--- config.mk ---
export PLATFORM = sky130hd
export DESIGN_NAME = fbs_ctrl
export DESIGN_NICKNAME = d
export VERILOG_FILES = /design/src/rtl/fbs_pkg.sv /design/src/rtl/fbs_depth_ctr.sv /design/src/rtl/fbs_ctrl.sv
export SDC_FILE = /design/constraint.sdc
export NUM_CORES = 1
export LEC_CHECK = 0
export CORE_MARGIN = 4
export CORE_UTILIZATION = 50
export CTS_CLUSTER_SIZE = 28
export DETAILED_ROUTE_END_ITERATION = 6
export DONT_BUFFER_PORTS = 1
export PLACE_DENSITY_LB_ADDON = 0.3
export SLEW_MARGIN = 20
export SYNTH_ARGS = -nofsm -noshare
export SYNTH_HDL_FRONTEND = slang
export SYNTH_HIERARCHICAL = 1
export SYNTH_SLANG_ARGS = --single-unit
--- constraint.sdc ---
create_clock -name clk -period 3.2 [get_ports clk]
set_input_delay 0.8 -clock clk [delete_from_list [all_inputs] [get_ports clk]]
set_output_delay 0.8 -clock clk [all_outputs]
set_load 0.005 [all_outputs]
--- src/rtl/fbs_pkg.sv ---
// Shared definitions for the f-register backup stack and its sequencer.
package fbs_pkg;

    typedef enum logic [2:0] {
        ST_IDLE    = 3'd0,
        ST_BACKUP  = 3'd1,
        ST_RESTORE = 3'd2,
        ST_WAIT    = 3'd3,
        ST_LOAD    = 3'd4
    } fbs_state_e;

    localparam int unsigned FBS_DEPTH   = 16;
    localparam int unsigned FBS_DEPTH_W = 5;
    localparam int unsigned FBS_TIMEOUT = 4;

endpackage

--- src/rtl/fbs_depth_ctr.sv ---
// Saturating up/down snapshot counter with full/empty decode.
module fbs_depth_ctr
    import fbs_pkg::*;
#(
    parameter int unsigned DEPTH   = FBS_DEPTH,
    parameter int unsigned DEPTH_W = FBS_DEPTH_W
) (
    input  logic               clk,
    input  logic               reset_n,
    input  logic               inc_i,
    input  logic               dec_i,
    output logic [DEPTH_W-1:0] depth_o,
    output logic               full_o,
    output logic               empty_o
);

    logic [DEPTH_W-1:0] depth_q;
    logic [DEPTH_W-1:0] depth_d;
    logic               at_max;
    logic               at_min;

    assign at_max = (depth_q == DEPTH_W'(DEPTH));
    assign at_min = (depth_q == '0);

    // Next depth: move one step, never past 0 or DEPTH.
    always_comb begin
        depth_d = depth_q;
        if (inc_i && !dec_i && !at_max) begin
            depth_d = depth_q + DEPTH_W'(1);
        end else if (dec_i && !inc_i && !at_min) begin
            depth_d = depth_q - DEPTH_W'(1);
        end
    end

    // Depth register.
    always_ff @(posedge clk or negedge reset_n) begin
        if (!reset_n) begin
            depth_q <= '0;
        end else begin
            depth_q <= depth_d;
        end
    end

    assign depth_o = depth_q;
    assign full_o  = at_max;
    assign empty_o = at_min;

endmodule

--- src/rtl/fbs_ctrl.sv ---
// Call/return sequencer driving fbs backup/restore strobes and RF load.
module fbs_ctrl
    import fbs_pkg::*;
#(
    parameter int unsigned DEPTH   = FBS_DEPTH,
    parameter int unsigned DEPTH_W = FBS_DEPTH_W,
    parameter int unsigned TIMEOUT = FBS_TIMEOUT
) (
    input  logic               clk,
    input  logic               reset_n,
    input  logic               call_req,
    input  logic               ret_req,
    output logic               call_ack,
    output logic               ret_ack,
    output logic               fbs_backup,
    output logic               fbs_restore,
    input  logic               fbs_restore_valid,
    output logic               rf_load,
    output logic               busy,
    output logic [DEPTH_W-1:0] depth,
    output logic               full,
    output logic               empty,
    output logic               err_ovf,
    output logic               err_unf,
    output logic               err_timeout,
    input  logic               err_clr
);

    localparam int unsigned TO_W = (TIMEOUT < 2) ? 1 : $clog2(TIMEOUT + 1);

    fbs_state_e      state_q, state_d;
    logic [TO_W-1:0] to_cnt_q, to_cnt_d;
    logic [TO_W-1:0] to_cnt_inc;
    logic            call_ack_q, call_ack_d;
    logic            ret_ack_q, ret_ack_d;
    logic            backup_q, backup_d;
    logic            restore_q, restore_d;
    logic            rf_load_q, rf_load_d;
    logic            busy_q, busy_d;
    logic            err_ovf_q, err_ovf_d;
    logic            err_unf_q, err_unf_d;
    logic            err_to_q, err_to_d;
    logic            call_ovf, ret_unf, ret_to;
    logic            full_w, empty_w;

    fbs_depth_ctr #(
        .DEPTH   (DEPTH),
        .DEPTH_W (DEPTH_W)
    ) u_depth (
        .clk     (clk),
        .reset_n (reset_n),
        .inc_i   (state_q == ST_BACKUP),
        .dec_i   (state_q == ST_LOAD),
        .depth_o (depth),
        .full_o  (full_w),
        .empty_o (empty_w)
    );

    // Next state, error events and registered-output next values.
    always_comb begin
        state_d    = state_q;
        to_cnt_d   = to_cnt_q;
        to_cnt_inc = to_cnt_q + TO_W'(1);
        call_ovf   = 1'b0;
        ret_unf    = 1'b0;
        ret_to     = 1'b0;
        unique case (state_q)
            ST_IDLE: begin
                // An ack still on the wire means its request is being retired;
                // arbitrating now would serve the same request twice.
                if (!(call_ack_q || ret_ack_q)) begin
                    if (ret_req) begin
                        if (empty_w) ret_unf = 1'b1;
                        else         state_d = ST_RESTORE;
                    end else if (call_req) begin
                        if (full_w) call_ovf = 1'b1;
                        else        state_d  = ST_BACKUP;
                    end
                end
            end
            ST_BACKUP:  state_d = ST_IDLE;
            ST_RESTORE: begin
                to_cnt_d = '0;
                state_d  = ST_WAIT;
            end
            ST_WAIT: begin
                to_cnt_d = to_cnt_inc;
                if (fbs_restore_valid) begin
                    state_d = ST_LOAD;
                end else if (to_cnt_inc == TO_W'(TIMEOUT)) begin
                    ret_to  = 1'b1;
                    state_d = ST_IDLE;
                end
            end
            ST_LOAD:    state_d = ST_IDLE;
            default:    state_d = ST_IDLE;
        endcase

        call_ack_d = (state_d == ST_BACKUP) || call_ovf;
        ret_ack_d  = (state_d == ST_LOAD) || ret_unf || ret_to;
        backup_d   = (state_d == ST_BACKUP);
        restore_d  = (state_d == ST_RESTORE) || (state_d == ST_WAIT);
        rf_load_d  = (state_d == ST_LOAD);
        busy_d     = (state_d != ST_IDLE);
        err_ovf_d  = call_ovf || (err_ovf_q && !err_clr);
        err_unf_d  = ret_unf  || (err_unf_q && !err_clr);
        err_to_d   = ret_to   || (err_to_q  && !err_clr);
    end

    // State, timeout counter and output registers.
    always_ff @(posedge clk or negedge reset_n) begin
        if (!reset_n) begin
            state_q    <= ST_IDLE;
            to_cnt_q   <= '0;
            call_ack_q <= 1'b0;
            ret_ack_q  <= 1'b0;
            backup_q   <= 1'b0;
            restore_q  <= 1'b0;
            rf_load_q  <= 1'b0;
            busy_q     <= 1'b0;
            err_ovf_q  <= 1'b0;
            err_unf_q  <= 1'b0;
            err_to_q   <= 1'b0;
        end else begin
            state_q    <= state_d;
            to_cnt_q   <= to_cnt_d;
            call_ack_q <= call_ack_d;
            ret_ack_q  <= ret_ack_d;
            backup_q   <= backup_d;
            restore_q  <= restore_d;
            rf_load_q  <= rf_load_d;
            busy_q     <= busy_d;
            err_ovf_q  <= err_ovf_d;
            err_unf_q  <= err_unf_d;
            err_to_q   <= err_to_d;
        end
    end

    assign call_ack    = call_ack_q;
    assign ret_ack     = ret_ack_q;
    assign fbs_backup  = backup_q;
    assign fbs_restore = restore_q;
    assign rf_load     = rf_load_q;
    assign busy        = busy_q;
    assign full        = full_w;
    assign empty       = empty_w;
    assign err_ovf     = err_ovf_q;
    assign err_unf     = err_unf_q;
    assign err_timeout = err_to_q;

endmodule

Word-level counts from Yosys, hierarchy flattened
Index checks and enable logic that the tools add are counted.

Reductions and logical operators: 25. Equal/unequal tests: 10. $add $sub $neg: 3. Multiplexer cells: 23.

Operators by type and width (number): 3-bit two-way mux (7); 3-bit by 2-bit equality test with 1-bit output (second input constant) (4); 1-bit two-way mux (12); 5-bit two-way mux (2); 3-bit equality test (second input constant) (3); 3-bit case mux with 3 select lines (1); 1-bit logical OR (8); 1-bit logical AND (7); 3-bit by 1-bit equality test with 1-bit output (second input constant) (2); 3-bit case mux with 2 select lines (1); 5-bit by 1-bit adder with 5-bit output (second input constant) (1); 5-bit equality test (second input constant) (1); 1-bit logical NOT (5); 5-bit logical NOT (1); 5-bit by 1-bit subtractor with 5-bit output (second input constant) (1); 2-bit nonzero test (2); 3-bit by 1-bit adder with 3-bit output (second input constant) (1); 3-bit logical NOT (1); 3-bit nonzero test (1).

Bits of input ports: 6. Register bits: 20.

Longest topological paths before layout
Word-level depth: 9. Depth in mapped cells: 9.

Cells and area by module
Netlist, hierarchy kept.

By module, submodules not included: fbs_ctrl (instances 1, seq. area each 375.4 um^2, area an instance 670.6 um^2, cells an instance 60); fbs_depth_ctr (instances 1, seq. area each 125.1 um^2, area an instance 407.9 um^2, cells an instance 41).

Worst setup path after synthesis
No wires, ideal clock.

Kind: flip-flop to flip-flop. Start point: reg state_q[0]. End point: reg u_depth.depth_q[4] (netlist: u_depth/depth_o[4]). Setup slack: 0.861 ns. Data required time: 3.062 ns. Setup time: 0.138 ns. Cell stages (with the launch flop): 9. Data arrival time: 2.200 ns. Path through: dfrtp_1 buf_2 nor3b_1 nor2b_1 nand2_1 fa_1 a21o_1 a21oi_1 mux4_2.

Longest elaborated chain between the ends: 5.

Ends and longest elaborated chain: from (decl) (RTL line fbs_ctrl.sv:31) `fbs_state_e state_q, state_d;`; from (signal assigned) (RTL line fbs_ctrl.sv:125) `state_q <= state_d;`; 3-bit equality test / 3-bit by 1-bit equality test with 1-bit output (equally long branches) (RTL line fbs_ctrl.sv:53, fbs_ctrl.sv:52); 1-bit logical NOT, on equally long branches (RTL line fbs_depth_ctr.sv:28, fbs_depth_ctr.sv:30); 1-bit logical AND, on equally long branches (2 in series) (RTL line fbs_depth_ctr.sv:28, fbs_depth_ctr.sv:30); 5-bit two-way mux / 2-bit nonzero test (equally long branches); to (signal assigned) (RTL line fbs_depth_ctr.sv:40) `depth_q <= depth_d;`; to (decl) (RTL line fbs_depth_ctr.sv:17) `logic [DEPTH_W-1:0] depth_q;`.

Parallel ways exist; a longest one is shown, timed or not. A chain may end at the register's enable or synchronous reset.

Worst setup path in the final report
Same ends and word-level chain as after synthesis.

==> metrics.yaml <==
antenna_found_initial: 0
period_minus_slack_ns: 2.59
cp-start-kind: "register"
drv_slew: 0
num_rows: 16
synth_top_cells_by_area: "dfrtp_1 46%, ha_1 5.8%, nand2_1 3.8%, nand2b_1 3.5%, a21oi_1 2.8%"
synth_top_family_by_area: "simple AND/OR/NAND/NOR gates"
fp.dieW_um: 54.4
grt_use_met1_pct: 21.2
numPortBuffers: 0
cts_max_level: 1
synth_top_area_cell: "dfrtp_1"
mappedNetlistArea_mm2: 0.00108
synth_ff_type: "dfrtp_1"
cp-end-kind: "register"
cts.sinks: 20
post-place-cells: 127
drc_errors: 0
hp-class: "in -> async"
yosys.area_share.adder_pct: 7.66
worstSetupPathType: "reg -> reg"
clock_power_share_pct: 13.2
dieHeight_um: 54.4
drt-wirelength-per-cell_um: 15.9
clock_latency_ns: 0.31
p_int_mw: 0.656
track_usage_pct: 15.9
layout-drive-gt1-share_pct: 11.5
slew_headroom_pct: 64.7
layout_commonest_cell: "dfrtp_1"
ys_warn_count: 6
synth_edf_count: 0
diodes: 0
grt_pass1_wl_mm: 3.34
coreArea_mm2: 0.00200
fin_nets: 117
largest_register_ffs: 5
clkTransAtPathRegs_ns: 0.12
clockBufferDepth: 2
muxShareOfSynthArea_pct: 2.09
crit_required_ns: 3.39
post-cts-setup-buffers: 0
hold_buffers: 0
netSwitchingPower_mw: 0.469
arrival_ns: 2.79
start_util_pct: 53.9
setup_viol: 0
synth_compound_area_share_pct: 16.0
synth_xor_area_share_pct: 3.25
grt_setup_unrepaired: "no"
tightest_slew_ns: 0.529
ant_nets: 0
fin_cells: 131
run_status: "complete, no violations"
fin_crit_sh_pct: 81.1
avgSynthCellArea_um2: 10.7
async_reset_ff_share_pct: 100
vias_per_cell: 5.95
io_pins: 22
tns_ns: 0
routabilityCongestion: 0.875
clock_skew_ns: 0.0133
wl_mm: 2.09
p_comb_share_pct: 44.6
yosysUniqueCellTypes: 39
final_cell_mix: "20 x dfrtp_1, 11 x nand2_1, 6 x a21oi_1, 6 x nand2b_1, 5 x ha_1"
syn-num-nets: 113
yosys.area_share.simple_pct: 22.0
switching_share_pct: 41.7
drt_iter0_drc: 11
grtUsageMet3_pct: 4.90
grt-busiest-layer: "met2"
maxCapViolCount: 0
seq_power_share_pct: 42.2
grt_pass1_vias: 762
ys_ff_latch: 20
vias: 780
p_leak_nw: 0.539
die_area_mm2: 0.00296
hpwl_mm: 1.61
cts_resized: 0
vdd_drop_max_v: 0.000422
area_growth_pct: 6.03
cts-root-buf: "clkbuf_4"
grt_max_degree: 21
drt_pass1_iterations: 4
yosys.area.top_type_share_pct: 46.4
grt_overflow: 0
grt_use_met2_pct: 23.1
finalPower_mw: 1.12
worstPathMaxFanout: 12
fmax_ghz: 0.385
numCtsBuffers: 3
cts_tree: "done"
syn_inst: 101
ys_seq_area_share_pct: 46.4
finalHoldViolations: 0
powerDensity_mw_per_mm2: 983
-- cell usage after synthesis (2+ instances only) --
cell type,instances
a211oi_1,2
a21o_1,2
a21oi_1,6
and3_1,2
dfrtp_1,20
ha_1,5
inv_1,4
inv_2,2
nand2_1,11
nand2b_1,6
nand3_1,3
nor2_1,3
nor3_1,2
nor3b_1,2
o21ai_0,2
o21ai_1,4
xor2_1,3
-- worst paths after layout --
kind | end | startpoint | depth (start not counted) | slack [ns]
max | u_depth/depth_o[4] | state_q[0] | 7 | 0.61
max in group asynchronous | state_q[2] | reset_n | 0 | 2.95
min | fbs_restore | reset_n | 0 | 0.17
max reg2reg | u_depth/depth_o[4] | state_q[0] | 7 | 0.61
min reg2reg | to_cnt_q[0] | to_cnt_q[0] | 1 | 0.53
min in group clk | to_cnt_q[0] | to_cnt_q[0] | 1 | 0.53
-- cells by family (layout without fill, tap and decap cells) --
family,count (synthesis),count (layout)
compound gates,24,24
xor+xnor,4,4
fa+ha+maj,6,6
buf+inv,7,10
flops,20,20
mux,1,1
simple gates,39,39
-- worst max-delay path, stage by stage, from the launching register on --
cell	delay [ns]
dfrtp_1	0.55
nor3b_1	0.43
nor2b_1	0.26
nand2_1	0.16
fa_1	0.44
a21o_1	0.19
a21oi_1	0.15
mux4_2	0.30
-- power groups by stage --
| stage | logic (mW) | registers [mW] | clock network (mW) |
|---|---|---|---|
| global placement | 0.476 | 0.475 | 0 |
| finish | 0.502 | 0.474 | 0.149 |
| CTS | 0.502 | 0.476 | 0.150 |
| floorplan | 0.426 | 0.438 | 0 |
| global route | 0.556 | 0.493 | 0.162 |
| detailed placement | 0.497 | 0.482 | 0 |
-- final cells by class --
cell class / instances / area [um^2]
clock buffers: 4 / 36.3
fillers: 183 / 858
inverters: 6 / 22.5
multi-input cells: 74 / 551
flip-flops and latches: 20 / 500
well taps: 27 / 33.8
-- layer usage --
layer	share of wire (%)	vias up	wire, um
met3	8.2	4	171
met5	0	-	0
met1	48	379	1010
met2	42	23	872
li1	-	374	-
met4	1.6	0	33
-- through the flow --
stage	utilization, %	setup slack, ns	hold WS, ns	area, um^2
floorplan	-	0.861	0.469	1080
global placement	55.3	0.741	0.490	1110
detailed placement	55.3	0.636	0.505	1110
CTS	57.1	0.621	0.167	1140
global route	57.1	0.369	0.147	1140
finish	57.1	0.606	0.166	1140
(Power assumes the default switching activity.)
